File: src/rtl/vram_pkg.sv
// Shared types and geometry for the VRAM responder: FSM states and beat/alignment constants.
package vram_pkg;
  localparam int DEF_VLEN    = 512;
  localparam int DEF_BEAT_W  = 64;
  localparam int DEF_ADDR_W  = 32;
  localparam int DEF_SRAM_AW = 16;

  localparam int BEATS      = DEF_VLEN / DEF_BEAT_W;
  localparam int BEAT_SHIFT = $clog2(DEF_BEAT_W / 8);
  localparam int ALIGN_BITS = $clog2(DEF_VLEN / 8);

  typedef enum logic [2:0] {
    IDLE,
    WR,
    RD,
    RDLAST,
    RESP
  } state_t;
endpackage

File: src/rtl/v_vram_beat_sel.sv
// Picks beat idx (BEAT_W bits) out of a full vector and its write mask.
module v_vram_beat_sel #(
  parameter int VLEN   = 512,
  parameter int BEAT_W = 64,
  parameter int IDX_W  = 3
) (
  input  logic [VLEN-1:0]   vec,
  input  logic [VLEN-1:0]   mask,
  input  logic [IDX_W-1:0]  idx,
  output logic [BEAT_W-1:0] beat,
  output logic [BEAT_W-1:0] beat_mask
);
  localparam int N = VLEN / BEAT_W;

  logic [BEAT_W-1:0] data_arr [N];
  logic [BEAT_W-1:0] mask_arr [N];

  genvar gi;
  generate
    for (gi = 0; gi < N; gi++) begin : g_slice
      assign data_arr[gi] = vec[gi*BEAT_W +: BEAT_W];
      assign mask_arr[gi] = mask[gi*BEAT_W +: BEAT_W];
    end
  endgenerate

  assign beat      = data_arr[idx];
  assign beat_mask = mask_arr[idx];
endmodule

File: src/rtl/v_vram_responder.sv
// Full-vector ready/valid VRAM responder serving each request as sequential beats
// on a narrow single-port synchronous SRAM.
module v_vram_responder
  import vram_pkg::*;
#(
  parameter int VLEN    = DEF_VLEN,
  parameter int BEAT_W  = DEF_BEAT_W,
  parameter int ADDR_W  = DEF_ADDR_W,
  parameter int SRAM_AW = DEF_SRAM_AW
) (
  input  logic               clk,
  input  logic               rst,
  input  logic               req_valid,
  output logic               req_ready,
  input  logic               req_we,
  input  logic [ADDR_W-1:0]  req_addr,
  input  logic [VLEN-1:0]    req_wdata,
  input  logic [VLEN-1:0]    req_wmask,
  output logic               rsp_valid,
  input  logic               rsp_ready,
  output logic [VLEN-1:0]    rsp_rdata,
  output logic               rsp_err,
  output logic               sram_en,
  output logic               sram_we,
  output logic [SRAM_AW-1:0] sram_addr,
  output logic [BEAT_W-1:0]  sram_wdata,
  output logic [BEAT_W-1:0]  sram_wmask,
  input  logic [BEAT_W-1:0]  sram_rdata
);
  localparam int N_BEATS = VLEN / BEAT_W;
  localparam int SHIFT   = $clog2(BEAT_W / 8);
  localparam int ABITS   = $clog2(VLEN / 8);
  localparam int CW      = (N_BEATS > 1) ? $clog2(N_BEATS) : 1;
  localparam logic [CW-1:0] LAST = CW'(N_BEATS - 1);

  state_t              state_reg, state_next;
  logic [CW-1:0]       cnt_reg, cnt_next;
  logic [SRAM_AW-1:0]  base_reg, base_next;
  logic [VLEN-1:0]     wdata_reg, wdata_next;
  logic [VLEN-1:0]     wmask_reg, wmask_next;
  logic [VLEN-1:0]     rdata_reg, rdata_next;
  logic                err_reg, err_next;
  // Holds req_ready low until the first edge after reset release.
  logic                up_reg;

  logic [ADDR_W-1:0]   addr_sh;
  logic [BEAT_W-1:0]   beat_data, beat_mask;
  logic                beat_en;

  assign addr_sh = req_addr >> SHIFT;

  v_vram_beat_sel #(
    .VLEN   (VLEN),
    .BEAT_W (BEAT_W),
    .IDX_W  (CW)
  ) u_beat_sel (
    .vec       (wdata_reg),
    .mask      (wmask_reg),
    .idx       (cnt_reg),
    .beat      (beat_data),
    .beat_mask (beat_mask)
  );

  always_ff @(posedge clk or negedge rst) begin
    if (!rst) begin
      state_reg <= IDLE;
      cnt_reg   <= '0;
      base_reg  <= '0;
      wdata_reg <= '0;
      wmask_reg <= '0;
      rdata_reg <= '0;
      err_reg   <= 1'b0;
      up_reg    <= 1'b0;
    end else begin
      state_reg <= state_next;
      cnt_reg   <= cnt_next;
      base_reg  <= base_next;
      wdata_reg <= wdata_next;
      wmask_reg <= wmask_next;
      rdata_reg <= rdata_next;
      err_reg   <= err_next;
      up_reg    <= 1'b1;
    end
  end

  always_comb begin
    state_next = state_reg;
    cnt_next   = cnt_reg;
    base_next  = base_reg;
    wdata_next = wdata_reg;
    wmask_next = wmask_reg;
    rdata_next = rdata_reg;
    err_next   = err_reg;
    case (state_reg)
      IDLE: begin
        if (req_valid && up_reg) begin
          cnt_next   = '0;
          base_next  = addr_sh[SRAM_AW-1:0];
          wdata_next = req_wdata;
          wmask_next = req_wmask;
          rdata_next = '0;
          err_next   = 1'b0;
          if (req_addr[ABITS-1:0] != '0) begin
            err_next   = 1'b1;
            state_next = RESP;
          end else begin
            state_next = req_we ? WR : RD;
          end
        end
      end
      WR: begin
        if (cnt_reg == LAST) state_next = RESP;
        else                 cnt_next   = cnt_reg + CW'(1);
      end
      RD: begin
        // Data for the beat issued last cycle is on sram_rdata now.
        if (cnt_reg != '0)
          rdata_next[(int'(cnt_reg) - 1)*BEAT_W +: BEAT_W] = sram_rdata;
        if (cnt_reg == LAST) state_next = RDLAST;
        else                 cnt_next   = cnt_reg + CW'(1);
      end
      RDLAST: begin
        rdata_next[int'(LAST)*BEAT_W +: BEAT_W] = sram_rdata;
        state_next = RESP;
      end
      RESP: begin
        if (rsp_ready) begin
          state_next = IDLE;
          rdata_next = '0;
          err_next   = 1'b0;
        end
      end
      default: state_next = IDLE;
    endcase
  end

  assign beat_en    = (state_reg == WR) ? (|beat_mask) : (state_reg == RD);
  assign req_ready  = (state_reg == IDLE) && up_reg;
  assign rsp_valid  = (state_reg == RESP);
  assign rsp_rdata  = rsp_valid ? rdata_reg : '0;
  assign rsp_err    = rsp_valid & err_reg;
  assign sram_en    = beat_en;
  assign sram_we    = (state_reg == WR);
  assign sram_addr  = beat_en ? (base_reg + SRAM_AW'(cnt_reg)) : '0;
  assign sram_wdata = (beat_en && sram_we) ? beat_data : '0;
  assign sram_wmask = (beat_en && sram_we) ? beat_mask : '0;
endmodule
File: config.mk
export PLATFORM = sky130hd
export DESIGN_NAME = v_vram_responder
export DESIGN_NICKNAME = d
export VERILOG_FILES = /design/src/rtl/vram_pkg.sv /design/src/rtl/v_vram_beat_sel.sv /design/src/rtl/v_vram_responder.sv
export SDC_FILE = /design/constraint.sdc
export NUM_CORES = 2
export LEC_CHECK = 0
export BUFFER_PORTS_ARGS = -buffer_cell sky130_fd_sc_hd__buf_2
export CAP_MARGIN = 25
export CORE_AREA = 2 2 698 700
export CTS_CLUSTER_DIAMETER = 30
export DETAILED_ROUTE_END_ITERATION = 7
export DIE_AREA = 0 0 700 702
export GPL_ROUTABILITY_DRIVEN = 0
export GPL_TIMING_DRIVEN = 0
export PLACE_DENSITY = 0.34
export SLEW_MARGIN = 20
export SYNTH_ARGS = -nofsm -noshare
export SYNTH_HDL_FRONTEND = slang
export SYNTH_SLANG_ARGS = --single-unit
export TNS_END_PERCENT = 10
File: constraint.sdc
create_clock -name clk -period 4.5 [get_ports clk]
set_input_delay 0.45 -clock clk [delete_from_list [all_inputs] [get_ports clk]]
set_output_delay 0.45 -clock clk [all_outputs]
set_load 0.05 [all_outputs]
## Yosys cells after proc, flatten, opt, wreduce, memory -nomap -nowiden

Cells that the tools add are included.

| word-level totals | value |
|---|---|
| bits in registers | 1560 |
| input port bits | 1125 |
| logic and storage cells | 78 |

| cells by class | value |
|---|---|
| add/sub/neg operators | 4 |
| $lt $le $gt $ge | 1 |
| eq/ne operators | 11 |
| shifts and indexed selects | 2 |
| multiplexer cells | 31 |
| bitwise gates (word level) | 2 |
| reduce and logical (&&, ||, !) cells | 18 |

Operators with widths:

| cell | count |
|---|---|
| 512-bit two-way mux | 4 |
| 448-bit one-hot mux with 3 select lines | 1 |
| 512-bit bitwise mux | 1 |
| 64-bit by 33-bit variable shift with 512-bit output, first input constant | 1 |
| 64-bit by 33-bit indexed part select with 512-bit output | 1 |
| 64-bit binary-select mux with 3-bit select | 2 |
| 64-bit two-way mux | 6 |
| 64-bit one-hot mux with 4 select lines | 1 |
| 64-bit OR reduction | 1 |
| 10-bit negation with 33-bit output | 1 |
| 3-bit two-way mux | 7 |
| 16-bit by 3-bit adder with 16-bit output | 1 |
| 16-bit two-way mux | 1 |
| 3-bit one-hot mux with 5 select lines | 1 |
| 4-bit AND reduction | 3 |
| 2-bit != test, second input constant | 4 |
| 3-bit by 2-bit == test with 1-bit output, second input constant | 2 |
| 3-bit == test, second input constant | 2 |
| 3-bit one-hot mux with 2 select lines | 1 |
| 3-bit AND reduction | 2 |
| 3-bit nonzero test | 2 |
| 6-bit nonzero test | 1 |
| 4-bit >= comparator, second input constant | 1 |
| 1-bit two-way mux | 4 |
| 14 further kinds | 18 |

## Longest topological paths before layout

| logic depth | value |
|---|---|
| word-level depth | 8 |
| gate-level depth with buffers | 19 |
| mapped depth without buffers | 12 |

## Hierarchy

From an unflattened synthesis, not the netlist that was laid out.

| second synthesis, totals | value |
|---|---|
| cells, all modules | 5358 |
| area, all modules | 73257.8 µm² |

By module, submodules not included:

| module | times used | cells an instance | area each (µm²) | sequential area each (µm²) |
|---|---|---|---|---|
| v_vram_responder | 1 | 4903 | 65073.7 | 39037.4 |
| v_vram_beat_sel | 1 | 455 | 8184.1 | 0.0 |

## Worst setup path after synthesis

OpenSTA, ideal clock, no wires.

| timing path | value |
|---|---|
| kind | reg-to-reg |
| start point | register cnt_reg[1] |
| end point | register rdata_reg[310] |
| arrival | 4.548 ns |
| slack | -0.127 ns |
| cell stages (with the launch flop) | 19 |
| clock period less this slack | 4.627 ns |
| cells stage by stage | dfrtp_1 -> clkbuf_1 -> buf_2 -> buf_1 -> buf_1 -> clkbuf_1 -> inv_1 -> ha_1 -> xnor2_1 -> nand3_1 -> inv_1 -> ha_1 -> nor4bb_1 -> a22oi_1 -> or3_1 -> nor4_4 -> clkbuf_1 -> nand2_1 -> mux2i_1 |

| on the way | value |
|---|---|
| longest elaborated chain between the ends | 6 |
| elaborated cells on any way between the ends | 10 |

Ends and longest elaborated chain:

| element | RTL line | source |
|---|---|---|
| from (decl) | v_vram_responder.sv:37 | `logic [CW-1:0] cnt_reg, cnt_next;` |
| from (signal assigned) | v_vram_responder.sv:76 | `cnt_reg <= cnt_next;` |
| 3-bit by 1-bit subtractor with 4-bit output | v_vram_responder.sv:118 | `rdata_next[(int'(cnt_reg) - 1)*BEAT_W +: BEAT_W] = sram_rdata;` |
| 10-bit negation with 33-bit output | v_vram_responder.sv:118 |  |
| 64-bit by 33-bit indexed part select with 512-bit output / 64-bit by 33-bit variable shift with 512-bit output (equally long branches) | v_vram_responder.sv:118 |  |
| 512-bit bitwise mux | v_vram_responder.sv:118 |  |
| 512-bit two-way mux | v_vram_responder.sv:117 | `if (cnt_reg != '0)` |
| 448-bit one-hot mux with 3 select lines | v_vram_responder.sv:94 | `case (state_reg)` |
| to (signal assigned) | v_vram_responder.sv:80 | `rdata_reg <= rdata_next;` |
| to (decl) | v_vram_responder.sv:41 | `logic [VLEN-1:0] rdata_reg, rdata_next;` |

Several ways; a longest one is shown, not always the timed one. The select of a mux whose other input is x is not followed.
A chain may end at the register's enable or synchronous reset.

## Worst setup path in the final report

| timing path | value |
|---|---|
| start point | register cnt_reg[0] |
| end point | output sram_wmask[59] |

| on the way | value |
|---|---|
| longest elaborated chain between the ends | 8 |

Ends and longest elaborated chain:

| element | RTL line | source |
|---|---|---|
| 3-bit inverter with 4-bit output (not written as such) (*) | v_vram_beat_sel.sv:27 | `assign beat_mask = mask_arr[idx];` |
| 64-bit binary-select mux with 3-bit select (*) | v_vram_beat_sel.sv:27 |  |
| 64-bit two-way mux (not written as such) (*) (2 in a row) | v_vram_beat_sel.sv:27 |  |
| 64-bit OR reduction | v_vram_responder.sv:137 | `assign beat_en = (state_reg == WR) ? (\|beat_mask) : (state_reg == RD);` |
| 1-bit two-way mux | v_vram_responder.sv:137 |  |
| 1-bit logical AND | v_vram_responder.sv:146 | `assign sram_wmask = (beat_en && sram_we) ? beat_mask : '0;` |
| 64-bit two-way mux (*) | v_vram_responder.sv:146 |  |
| to (decl) | v_vram_responder.sv:27 | `output logic [BEAT_W-1:0] sram_wmask,` |

Every way passes the cells marked *; elsewhere a longest branch is shown, timed or not. The select of a mux whose other input is x is not followed.

==> impl_metrics.yaml <==
global_routing:
  grt_pass1_vias: 78140
  grt_pass1_wl_um: 706200
  grt_start_max_net_pins: 119
  grt_antenna_before_repair: 146
  grt.total_usage: 0.2111
  gr-total-overflow: 0
timing:
  hold_viol: 0
  finalClockSkew_ns: 0.06420
  max_freq_mhz: 192.7
  fin_crit_sh: 1.153
  timing.setup.tns_ns: -83.29
  fin_crit_ns: 5.188
  fin_ws_ns: -0.6883
  slew_headroom: 0.2441
  setup_viol: 145
  rsz0062_at_grt: "true"
  tightestPinTransition_ns: 1.134
  slew_violations: 0
layout:
  n_fill_cell: 52100
  syn_to_final_growth_pct: 73.21
  layout-drive-gt1-share: 0.2996
  fin_nets: 12490
die:
  start_util: 0.1495
  io_pins: 1786
  fp.dieH_um: 702
  coreArea_sq_um: 484300
  die_x_um: 700
  fp-row-count: 256
  die-area_sq_um: 491400
critical_path:
  critPathSlowestCell: "mux4_2"
  endpoint_kind: "primary output"
  worst-path-buf-inv: 7
  slowest_delay_ns: 0.61
  r2r_setup_slack_ns: 0.01
  cp-start-kind: "register"
  r2r-start: "cnt_reg[1]"
  reg2reg_to: "rdata_reg[49]"
  crit_type: "reg -> out"
  crit_top_cell: "buf_12"
  path_delay_family: "buffers and inverters"
  critPathLaunch: "cnt_reg[0]"
  crit_required_ns: 4.05
  path_max_fanout: 8
  critPathArrivalTime_ns: 4.74
  path_cells: "buf_12 -> buf_12 -> buf_12 -> mux4_2 -> mux2i_4 -> nand4_1 -> nor4_2 -> and4_4 -> buf_12 -> buf_16 -> clkbuf_16 -> nor3_2 -> buf_6"
  r2r_cells: 26
power:
  p_comb_frac: 0.238
  p_sw_frac: 0.3375
  switchingPower_mw: 26.83
  power_mw: 79.49
  clkPwrFrac: 0.480
  power.density_nw_per_um2: 633.7
  power.leakage_nw: 62.98
  intPower_mw: 52.66
  irDropWorstVdd_v: 0.0003308
  p_seq_frac: 0.282
route:
  drt_iter0_drc: 6016
  wire_per_inst_um: 29.54
  wl_met2_um: 258600
  top_layer: "met5"
  drtAntennaViolNets: 0
  vias: 76640
  drc: 0
  vias_per_cell: 4.189
  drt_wl_total_um: 540500
  firstDrtPassIters: 6
  met1Wirelength_um: 220500
  route.met3.wl_um: 38260
synth:
  yosys_register_bits: 1560
  async_flop_share: 1.000
  ys_types: 50
  synth_area_sq_um: 72410
  synth_seq_area_share: 0.5391
  synth_fp_nets: 8927
  yosysWarnings: 0
  synth_edf_count: 0
  synth_ff_type: "dfrtp_1"
  syn_avg_cell_area_sq_um: 9.299
  netlist_instances: 7787
placement:
  pre_cts_ws_ns: -3.401
  port_buffers: 1708
  hpwl_um: 426900
cts:
  cts_buffer_depth: 4
  cts_made_buffers: 543
  cts_root_buffer: "clkbuf_16"
  clkSlewWorstSetupHoldPaths_ns: 0.04
  cts_tree: "done"
  cts.sinks: 1560
  cts_max_level: 6
  clock_latency_ns: 1.03
job:
  maxCapViolCount: 0
run_status:
  violations: "setup timing"
  status: "complete, but fails checks"
worst_hold_path:
  hold_class: "in -> async"
==> cell usage in the layout (no fill, tap or decap), drive strengths merged, types with 2 or more instances in the layout <==
| master | netlist | routed |
|---|---|---|
| a211oi | 11 | 11 |
| a21oi | 75 | 75 |
| a22o | 257 | 257 |
| and2 | 2 | 2 |
| and3 | 516 | 516 |
| buf | 229 | 2122 |
| bufinv | 0 | 37 |
| clkbuf | 433 | 1237 |
| clkinv | 0 | 108 |
| clkinvlp | 0 | 5 |
| dfrtp | 1560 | 1560 |
| diode | 0 | 80 |
| dlygate4sd3 | 0 | 1111 |
| ha | 14 | 14 |
| inv | 72 | 89 |
| mux2i | 192 | 192 |
| mux4 | 256 | 256 |
| nand2 | 3526 | 3526 |
| nand2b | 4 | 4 |
| nand3 | 76 | 76 |
| nand4 | 19 | 19 |
| nor2 | 150 | 150 |
| nor2b | 3 | 3 |
| nor3 | 133 | 133 |
| nor3b | 5 | 5 |
| nor4 | 7 | 7 |
| nor4bb | 2 | 2 |
| o21ai | 207 | 207 |
| or2 | 2 | 2 |
| or3 | 4 | 4 |
| xnor2 | 9 | 9 |
| xor2 | 6 | 6 |
==> routing by layer <==
layer | up-vias | GRT usage
met5 | - | 0
met4 | 52 | 0.07856
li1 | 33240 | -
met1 | 38760 | 0.2610
met2 | 3590 | 0.3564
met3 | 994 | 0.04923
==> area by class of cell <==
type	count	area (sq um)	share of cell area
Clock inverter	167	2338	0.01864
Sequential cell	1560	39040	0.3113
Antenna cell	80	200.2	0.001596
Multi-Input combinational cell	5493	31700	0.2527
Buffer	660	4078	0.03251
Tap cell	6450	8070	0.06434
Clock buffer	796	16250	0.1295
Inverter	72	277.8	0.002215
Timing Repair Buffer	3015	23480	0.1872
==> cells in the mapped netlist (2+ instances only) <==
cell type / number / area, sq um
nand2_1: 3526 / 13240
dfrtp_1: 1560 / 39040
and3_1: 516 / 3228
clkbuf_1: 433 / 1625
a22o_1: 257 / 2251
mux4_2: 256 / 5766
o21ai_0: 205 / 1026
buf_2: 194 / 970.9
mux2i_1: 192 / 1922
nor2_1: 150 / 563.0
nor3_1: 133 / 665.6
nand3_1: 76 / 380.4
a21oi_1: 75 / 375.4
inv_1: 71 / 266.5
nand4_1: 19 / 118.9
buf_4: 18 / 135.1
buf_1: 16 / 60.06
ha_1: 14 / 175.2
a211oi_1: 11 / 82.58
xnor2_1: 9 / 78.83
nor4_1: 6 / 37.54
xor2_1: 6 / 52.55
nor3b_1: 5 / 37.54
nand2b_1: 4 / 25.02
or3_1: 4 / 25.02
nor2b_1: 3 / 18.77
and2_1: 2 / 12.51
nor4bb_1: 2 / 20.02
o21ai_1: 2 / 10.01
or2_2: 2 / 12.51
==> through the flow <==
step                hold slack (ns)  cell area (sq um)  utilization  cells
floorplan                    0.1544              72420            -   7787
global placement             0.4423              89030       0.1838  15950
detailed placement           0.3525              90890       0.1877  16020
CTS                         0.01021             123900       0.2559  18180
global route                0.06658             125300       0.2588  18260
finish                       0.1050             125400       0.2590  18290
==> what timing repair did <==
action,4_1_cts,5_1_grt
gates cloned,4,6
pin swaps,18,19
gates resized for setup,567,299
setup buffers,80,32
hold buffers,1112,0
setup endpoints to repair,839,719
hold endpoints to repair,1882,0
==> cells by family (layout without fill, tap and decap cells) <==
logic type / Yosys count / in the layout / share of synthesized area
mux: 448 / 448 / 0.1062
compound gates: 560 / 560 / 0.05287
fa+ha+maj: 15 / 15 / 0.002695
simple gates: 4453 / 4453 / 0.2546
flops: 1560 / 1560 / 0.5391
buf+inv: 734 / 4710 / 0.04244
xor+xnor: 16 / 16 / 0.002125
other cells: 1 / 81 / 0.00005179
==> tightest hold or removal path: stages <==
cell	delay, ns
dlygate4sd3_1	0.58
buf_12	0.17
buf_16	0.23
==> power groups by stage <==
stage	Clock, mW	Combinational (mW)	Sequential (mW)
after detailed placement	0	16.3	22.4
after floorplan	0	8.58	20.4
after global routing	39.6	20.4	22.8
after global placement	0	15.7	22.5
after CTS	38.7	18.6	22.3
final	38.2	18.9	22.4
==> how the worst max path moves through the flow <==
stage | to | depth (start not counted)
floorplan | rdata_reg[310] | 18
global placement | wdata_reg[24] | 1
detailed placement | rdata_reg[47] | 20
CTS | sram_en | 13
global route | sram_wmask[14] | 13
finish | sram_wmask[59] | 13
No activity file was read; power rests on OpenSTA's default activity.
